===== src/rtl/fibo_bcd_converter.sv =====
// ---------------------------------------------------------------------------
// fibo_bcd_converter
//
// Converts each 16-bit result from the Fibonacci calculator into five BCD
// digits. It uses a 16-iteration shift-and-add-3 (double-dabble) sequence
// and hands each result to a display consumer over valid/ready. A one-entry
// pending buffer holds a result that arrives while the previous one is still
// being converted or waiting to be accepted. If a result arrives while that
// buffer is already full, it is dropped and flagged.
//
// Ports:
//   clk        rising-edge clock
//   reset_n    asynchronous active-low reset
//   fibo_in    16-bit binary result, sampled only when done_in = 1
//   done_in    one-cycle result-valid pulse from the calculator
//   bcd_out    registered digits {d4,d3,d2,d1,d0}, d0 (ones) in [3:0]
//   bcd_valid  bcd_out holds a completed conversion
//   bcd_ready  consumer takes bcd_out at an edge where bcd_valid = 1
//   busy       high whenever the converter is not idle
//   overrun    one-cycle pulse: an incoming result was dropped
//
// Build option:
//   FIBO_BCD_BLANK_EN  when defined, each digit above the most-significant
//                      nonzero digit is output as 4'hF. The ones digit is
//                      never blanked.
// ---------------------------------------------------------------------------
module fibo_bcd_converter (
    input  logic        clk,
    input  logic        reset_n,
    input  logic [15:0] fibo_in,
    input  logic        done_in,
    output logic [19:0] bcd_out,
    output logic        bcd_valid,
    input  logic        bcd_ready,
    output logic        busy,
    output logic        overrun
);

    typedef enum logic [1:0] {
        S_IDLE  = 2'd0,
        S_SHIFT = 2'd1,
        S_HOLD  = 2'd2
    } state_e;

    state_e      state_q, state_d;
    logic [15:0] bin_q, bin_d;
    logic [19:0] acc_q, acc_d;
    logic [3:0]  cnt_q, cnt_d;
    logic [15:0] pend_q, pend_d;
    logic        pend_v_q, pend_v_d;
    logic [19:0] bcd_out_q, bcd_out_d;
    logic        bcd_valid_q, bcd_valid_d;
    logic        overrun_q, overrun_d;

    logic [19:0] acc_adj;
    logic [19:0] acc_shift;
    logic        accept;

    // Add 3 to every digit that is 5 or more. Each digit is handled as its
    // own 4-bit value, so nothing carries from one digit into the next.
    function automatic logic [19:0] add3(input logic [19:0] a);
        logic [19:0] r;
        r = a;
        for (int i = 0; i < 5; i++) begin
            if (a[4*i +: 4] >= 4'd5)
                r[4*i +: 4] = a[4*i +: 4] + 4'd3;
        end
        return r;
    endfunction

    // Final digit formatting applied when loading bcd_out.
    function automatic logic [19:0] fmt(input logic [19:0] a);
        logic [19:0] r;
        r = a;
`ifdef FIBO_BCD_BLANK_EN
        begin
            logic lead;
            lead = 1'b1;
            // Walk from d4 down to d1. Digits stay blanked until the first
            // nonzero digit is found.
            for (int i = 4; i >= 1; i--) begin
                if (a[4*i +: 4] != 4'd0)
                    lead = 1'b0;
                if (lead)
                    r[4*i +: 4] = 4'hF;
            end
        end
`endif
        return r;
    endfunction

    assign acc_adj   = add3(acc_q);
    // One double-dabble step: shift {acc, bin} left by one bit. The adjusted
    // top bit can be dropped because 65535 fits in five digits.
    assign acc_shift = {acc_adj[18:0], bin_q[15]};
    assign accept    = bcd_valid_q && bcd_ready;

    // NOTE: every variable is given its hold value first, so no path through
    // the case statement leaves one unassigned (no latches are inferred).
    always_comb begin
        state_d     = state_q;
        bin_d       = bin_q;
        acc_d       = acc_q;
        cnt_d       = cnt_q;
        pend_d      = pend_q;
        pend_v_d    = pend_v_q;
        bcd_out_d   = bcd_out_q;
        bcd_valid_d = bcd_valid_q;
        overrun_d   = 1'b0;

        unique case (state_q)
            S_IDLE: begin
                if (done_in) begin
                    bin_d   = fibo_in;
                    acc_d   = '0;
                    cnt_d   = '0;
                    state_d = S_SHIFT;
                end
            end

            S_SHIFT: begin
                acc_d = acc_shift;
                bin_d = {bin_q[14:0], 1'b0};
                cnt_d = cnt_q + 4'd1;
                if (cnt_q == 4'd15) begin
                    bcd_out_d   = fmt(acc_shift);
                    bcd_valid_d = 1'b1;
                    state_d     = S_HOLD;
                end
                if (done_in) begin
                    if (!pend_v_q) begin
                        pend_d   = fibo_in;
                        pend_v_d = 1'b1;
                    end else begin
                        overrun_d = 1'b1;
                    end
                end
            end

            S_HOLD: begin
                if (accept) begin
                    bcd_valid_d = 1'b0;
                    if (pend_v_q) begin
                        bin_d   = pend_q;
                        acc_d   = '0;
                        cnt_d   = '0;
                        state_d = S_SHIFT;
                        // The pending slot empties on this edge, so a new
                        // arrival takes it straight away and nothing is lost.
                        if (done_in)
                            pend_d = fibo_in;
                        else
                            pend_v_d = 1'b0;
                    end else if (done_in) begin
                        // Nothing is waiting, so start on the new arrival at
                        // once. Going idle here would lose it, because idle
                        // never keeps a pending entry.
                        bin_d   = fibo_in;
                        acc_d   = '0;
                        cnt_d   = '0;
                        state_d = S_SHIFT;
                    end else begin
                        state_d = S_IDLE;
                    end
                end else if (done_in) begin
                    if (!pend_v_q) begin
                        pend_d   = fibo_in;
                        pend_v_d = 1'b1;
                    end else begin
                        overrun_d = 1'b1;
                    end
                end
            end

            default: state_d = S_IDLE;
        endcase
    end

    // NOTE: sequential state uses non-blocking assignments only, so every
    // register updates from values sampled before the edge.
    always_ff @(posedge clk or negedge reset_n) begin
        if (!reset_n) begin
            state_q     <= S_IDLE;
            bin_q       <= '0;
            acc_q       <= '0;
            cnt_q       <= '0;
            pend_q      <= '0;
            pend_v_q    <= 1'b0;
            bcd_out_q   <= '0;
            bcd_valid_q <= 1'b0;
            overrun_q   <= 1'b0;
        end else begin
            state_q     <= state_d;
            bin_q       <= bin_d;
            acc_q       <= acc_d;
            cnt_q       <= cnt_d;
            pend_q      <= pend_d;
            pend_v_q    <= pend_v_d;
            bcd_out_q   <= bcd_out_d;
            bcd_valid_q <= bcd_valid_d;
            overrun_q   <= overrun_d;
        end
    end

    assign bcd_out   = bcd_out_q;
    assign bcd_valid = bcd_valid_q;
    assign overrun   = overrun_q;
    assign busy      = (state_q != S_IDLE);

endmodule


===== config.mk =====
export PLATFORM = sky130hd
export DESIGN_NAME = fibo_bcd_converter
export DESIGN_NICKNAME = d
export VERILOG_FILES = /design/src/rtl/fibo_bcd_converter.sv
export SDC_FILE = /design/constraint.sdc
export NUM_CORES = 1
export LEC_CHECK = 0
export ABC_AREA = 1
export BUFFER_PORTS_ARGS = -buffer_cell sky130_fd_sc_hd__buf_4
export CAP_MARGIN = 5
export CORE_MARGIN = 5
export CORE_UTILIZATION = 55
export CTS_CLUSTER_SIZE = 30
export DETAILED_ROUTE_END_ITERATION = 16
export GPL_TIMING_DRIVEN = 0
export PLACE_DENSITY = 0.84
export SLEW_MARGIN = 20
export SYNTH_ARGS = -nofsm -noshare
export SYNTH_HDL_FRONTEND = slang
export SYNTH_SLANG_ARGS = --single-unit

===== constraint.sdc =====
create_clock -name clk -period 2 [get_ports clk]
set_clock_uncertainty 0.05 [all_clocks]
set_input_delay 0 -clock clk [delete_from_list [all_inputs] [get_ports clk]]
set_output_delay 0 -clock clk [all_outputs]
set_load 0.05 [all_outputs]

# == Word level (Yosys, flattened, before mapping) ==
# Index checks and enable logic that the tools add are counted.
# totals
reg_bits,81
in_bits,20
out_inout_bits,23
wordCells,79
# op_classes
n_addsub,6
n_lt_le_gt_ge,5
eq_ne,8
muxes,41
n_reduce_logical,10
# ops
operator,n
$mux 16,8
$mux 20,3
$pmux 20 s3,1
$pmux 16 s3,1
$pmux 16 s2,1
$mux 4,7
$ge 4x3->1 const B,5
$add 4x2->4 const B,4
$pmux 4 s3,1
$mux 1,11
$reduce_and 3->1,3
$mux 2,3
$ne 2x2->1 const B,3
$ne 3x3->1 const B,2
$pmux 1 s2,3
$pmux 2 s3,1
$add 4x1->4 const B,1
$eq 4x4->1 const B,1
$reduce_and 2->1,2
$reduce_bool 2->1,2
$add 3x2->3 const B,1
$mux 3,1
$reduce_bool 3->1,1
$eq 2x1->1 const B,1
3 further kinds,3

# == Logic depth before layout (Yosys ltp) ==
# logic_depth
word_depth,4
depth_mapped,11

# == Worst setup path after synthesis ==
# OpenSTA, ideal clock, no wires.
# synth_timing
path_type,reg2reg
from,"register bcd_valid_q, in the netlist bcd_valid"
to,register acc_q[2]
setup_ns,0.118
arrival_ns,1.552
required_time_ns,1.832
setup_slack_ns,0.281
path_stages_with_launch,8
n_path_buf,2
path_cell_list,dfrtp_1 nand2_1 a21oi_4 nand2_1 buf_4 buf_6 nand2_1 nand2_1
# synth_via
elab_chain_cells,3
# synth_rtl
item,line,text
start: declaration,52,"logic bcd_valid_q, bcd_valid_d;"
start signal: assignment,200,bcd_valid_q <= bcd_valid_d;
$logic_and 1x1->1,96,assign accept = bcd_valid_q && bcd_ready;
$ne 2x2->1 (no line),--,
$reduce_and 2->1 (no line),--,
end signal: assignment,185,acc_q <= '0;
end signal: assignment,195,acc_q <= acc_d;
end: declaration,47,"logic [19:0] acc_q, acc_d;"
# No other way between the ends.
# A chain may end at the register's enable or synchronous reset.

# == Final worst setup path ==
# layout_timing
from,register state_q[0]
to,register bin_q[11]
# layout_via
elab_chain_cells,3
# layout_rtl
item,line,text
start: declaration,45,"state_e state_q, state_d;"
start signal: assignment,193,state_q <= state_d;
"$eq 2x2->1, or another cell as far along",111,unique case (state_q)
$ne 2x2->1 (no line) / $reduce_bool 3->1 (equally long branches),--,
$reduce_and 2->1 (no line),--,
end signal: assignment,194,bin_q <= bin_d;
end: declaration,46,"logic [15:0] bin_q, bin_d;"
# Parallel ways exist; a longest one is shown, timed or not.

==> metrics.cfg <==
[run_status]
status = complete, no violations

[min_path]
hp-class = input port to register

[finish]
fin_nets = 684
syn_to_final_growth_pct = 21.1
register_area_sq_um = 2030
diodes = 0
drive_above_1_share = 0.132
layout_common_cells = 287 x nand2_1, 81 x dfrtp_1, 59 x nand3_1
final_common_cell = nand2_1
fin_cells = 755
stdcell_area_sq_um = 5150
n_fill_cell = 608
multiInputGateArea_sq_um = 1950

[placement]
dp.cells = 718
place_congestion = 0.806
dpl.hpwl_mm = 6.73
numPortBuffers = 42
place_area_sq_um = 4690
place_ws_ns = 0.131

[sta]
rsz0062_at_grt = no
fmaxAchievable_mhz = 545
finalMaxSlewViolations = 0
setup_viol = 0
min_period_over_period = 0.917
final-hold-violation-count = 0
tightest_slew_ns = 0.719
fin_tns_setup_ns = 0
relSlewSlack = 0.520
layout_min_cycle_time_ns = 1.83
fin_ws_ns = 0.167

[die]
dieArea_sq_um = 9590
die_h_um = 97.9
rows = 32
start_util = 0.556
io_pins = 43
coreArea_sq_um = 7650
fp.dieW_um = 97.9

[critical_path]
critPathBufInv = 3
cpMaxStageDelayCell = dfrtp_1
path_depth = 9
endpoint_kind = register
crit_fanout = 10
path_cells = inv_1 > ha_1 > inv_1 > nor2_4 > buf_2 > nand2_1 > nand3_1 > nand2_1 > nand2_1
cp-startpoint = state_q[0]
r2r-end = bin_q[11]
worstPathRequired_ns = 2.24
cpPeakStageDelay_ns = 0.40
cp_common_cell = nand2_1
crit_path_end = bin_q[11]
critPathKind = register to register
reg2reg_slack_ns = 0.17
path_delay_family = simple AND/OR/NAND/NOR gates
critPathArrivalTime_ns = 2.08
start_kind = register
timing.rr.start = state_q[0]
reg2reg_depth = 9

[grt]
antenna_found_initial = 0
grt_overflow_total = 0
track_usage = 0.216
grt_max_degree = 82
grt_pass1_wl_mm = 17.3
grt_pass1_vias = 3990

[synth]
syn_avg_cell_area_sq_um = 7.41
seq_area_frac_synth = 0.477
synth_top_area_frac = 0.477
yosysWarnings = 0
synthCells = 574
synth-seq-cells = 81
syn_area_sq_um = 4250
synth_nets = 609
ys_top_cells_by_area = dfrtp_1 48%, nand2_1 26%, nand3_1 6.9%, ha_1 4.4%, inv_1 4.3%
synth.distinct_cells = 22
yosysTopAreaCell = dfrtp_1

[routing]
drt-wirelength-per-cell_um = 13.1
vias = 4031
highest_layer = met4
dr.pass1.iters = 7
final_antenna_net_count = 0
wl_met1_mm = 4.30
drc = 0
drt_iter0_markers = 238
wl_met3_um = 480
routed_wl_mm = 9.88
vias_per_cell = 5.34
dr_wl_met2_mm = 4.88

[power]
ir_drop_mv = 0.869
power_w = 0.00529
p_leak_nw = 2.94
pwr_density_cell_nw_per_um2 = 1030

[cts]
clkSinkCount = 81
cts_buffers = 9
clock_path_buffers = 2
clk_pin_slew_ns = 0.08
root_buffer = clkbuf_8
cts_tree = done
htreeDepth = 3
clkLatencyLatePin_ns = 0.35

[flow_run]
cap_violations = 0

## flip-flops by register name, summed over array words and instances (netlist names)
signal,count
bin_q,16
acc_q,20
cnt_q,4
bcd_out,20
state_q,2
overrun,1
bcd_valid,1
pend_v_q,1
pend_q,16
## report_power, final
group	internal, W	switching [W]	total [W]	leakage (nW)
Combinational	0.000617	0.00128	0.00189	1.73
Sequential	0.00192	0.000167	0.00209	1.10
Clock	0.000730	0.000572	0.00130	0.106
Total	0.00327	0.00202	0.00529	2.94
## cells by family after synthesis
| logic type | Yosys count | share of synthesized area |
|---|---|---|
| simple gates | 383 | 0.376 |
| compound gates | 25 | 0.0327 |
| flops | 81 | 0.477 |
| buf+inv | 70 | 0.0706 |
| fa+ha+maj | 15 | 0.0441 |
## stage by stage
step	hold slack, ns	utilization
floorplan	-0.346	-
CTS	0.0838	0.665
finish	0.104	0.673
detailed placement	0.193	0.614
global placement	0.182	0.614
global route	0.0947	0.673
## worst min-delay path: cells and delay by family
| kind | cells | cell delay [ns] |
|---|---|---|
| AO/OA/AOI/OAI | 1 | 0.10 |
| buffers and inverters | 1 | 0.12 |
| AND/OR/NAND/NOR | 3 | 0.25 |
## metal layers
layer | global-route usage | vias to the layer above
met2 | 0.364 | 142
met5 | 0 | -
li1 | - | 1966
met4 | 0.0927 | 0
met1 | 0.271 | 1898
met3 | 0.0429 | 25
## cells in the mapped netlist, drive strengths merged
library cell / instances
nand2: 290
dfrtp: 81
a21oi: 6
inv: 49
or2: 2
nand4: 25
o21ai: 18
nor2: 6
clkbuf: 4
buf: 17
nand3: 60
ha: 15
a211oi: 1
## what timing repair did
| item | CTS | global route |
|---|---|---|
| buffers inserted | 0 | 4 |
| gates resized for setup | 0 | 11 |
| hold buffers | 18 | 0 |
| hold endpoints to repair | 103 | 0 |
| setup endpoints to repair | 0 | 29 |
## final cells by class
type                       count  area share
sequential                    81       0.394
multi-input combinational    423       0.378
timing repair buffer          64       0.103
inverter                      49      0.0357
clock buffer                  12      0.0282
tap                          102      0.0248
buffer                        21      0.0238
clock inverter                 3      0.0126
## worst min path at each step
stage / endpoint / cells past startpoint / startpoint / slack (ns)
finish: bin_q[5] / 5 / bcd_ready / 0.10
global route: bin_q[3] / 5 / bcd_ready / 0.09
CTS: overrun / 4 / bcd_ready / 0.08
detailed placement: pend_q[12] / 1 / reset_n / 0.19
global placement: pend_q[11] / 1 / reset_n / 0.18
floorplan: acc_q[0] / 0 / reset_n / -0.35
Note: power is estimated with default switching activity, not from simulation.
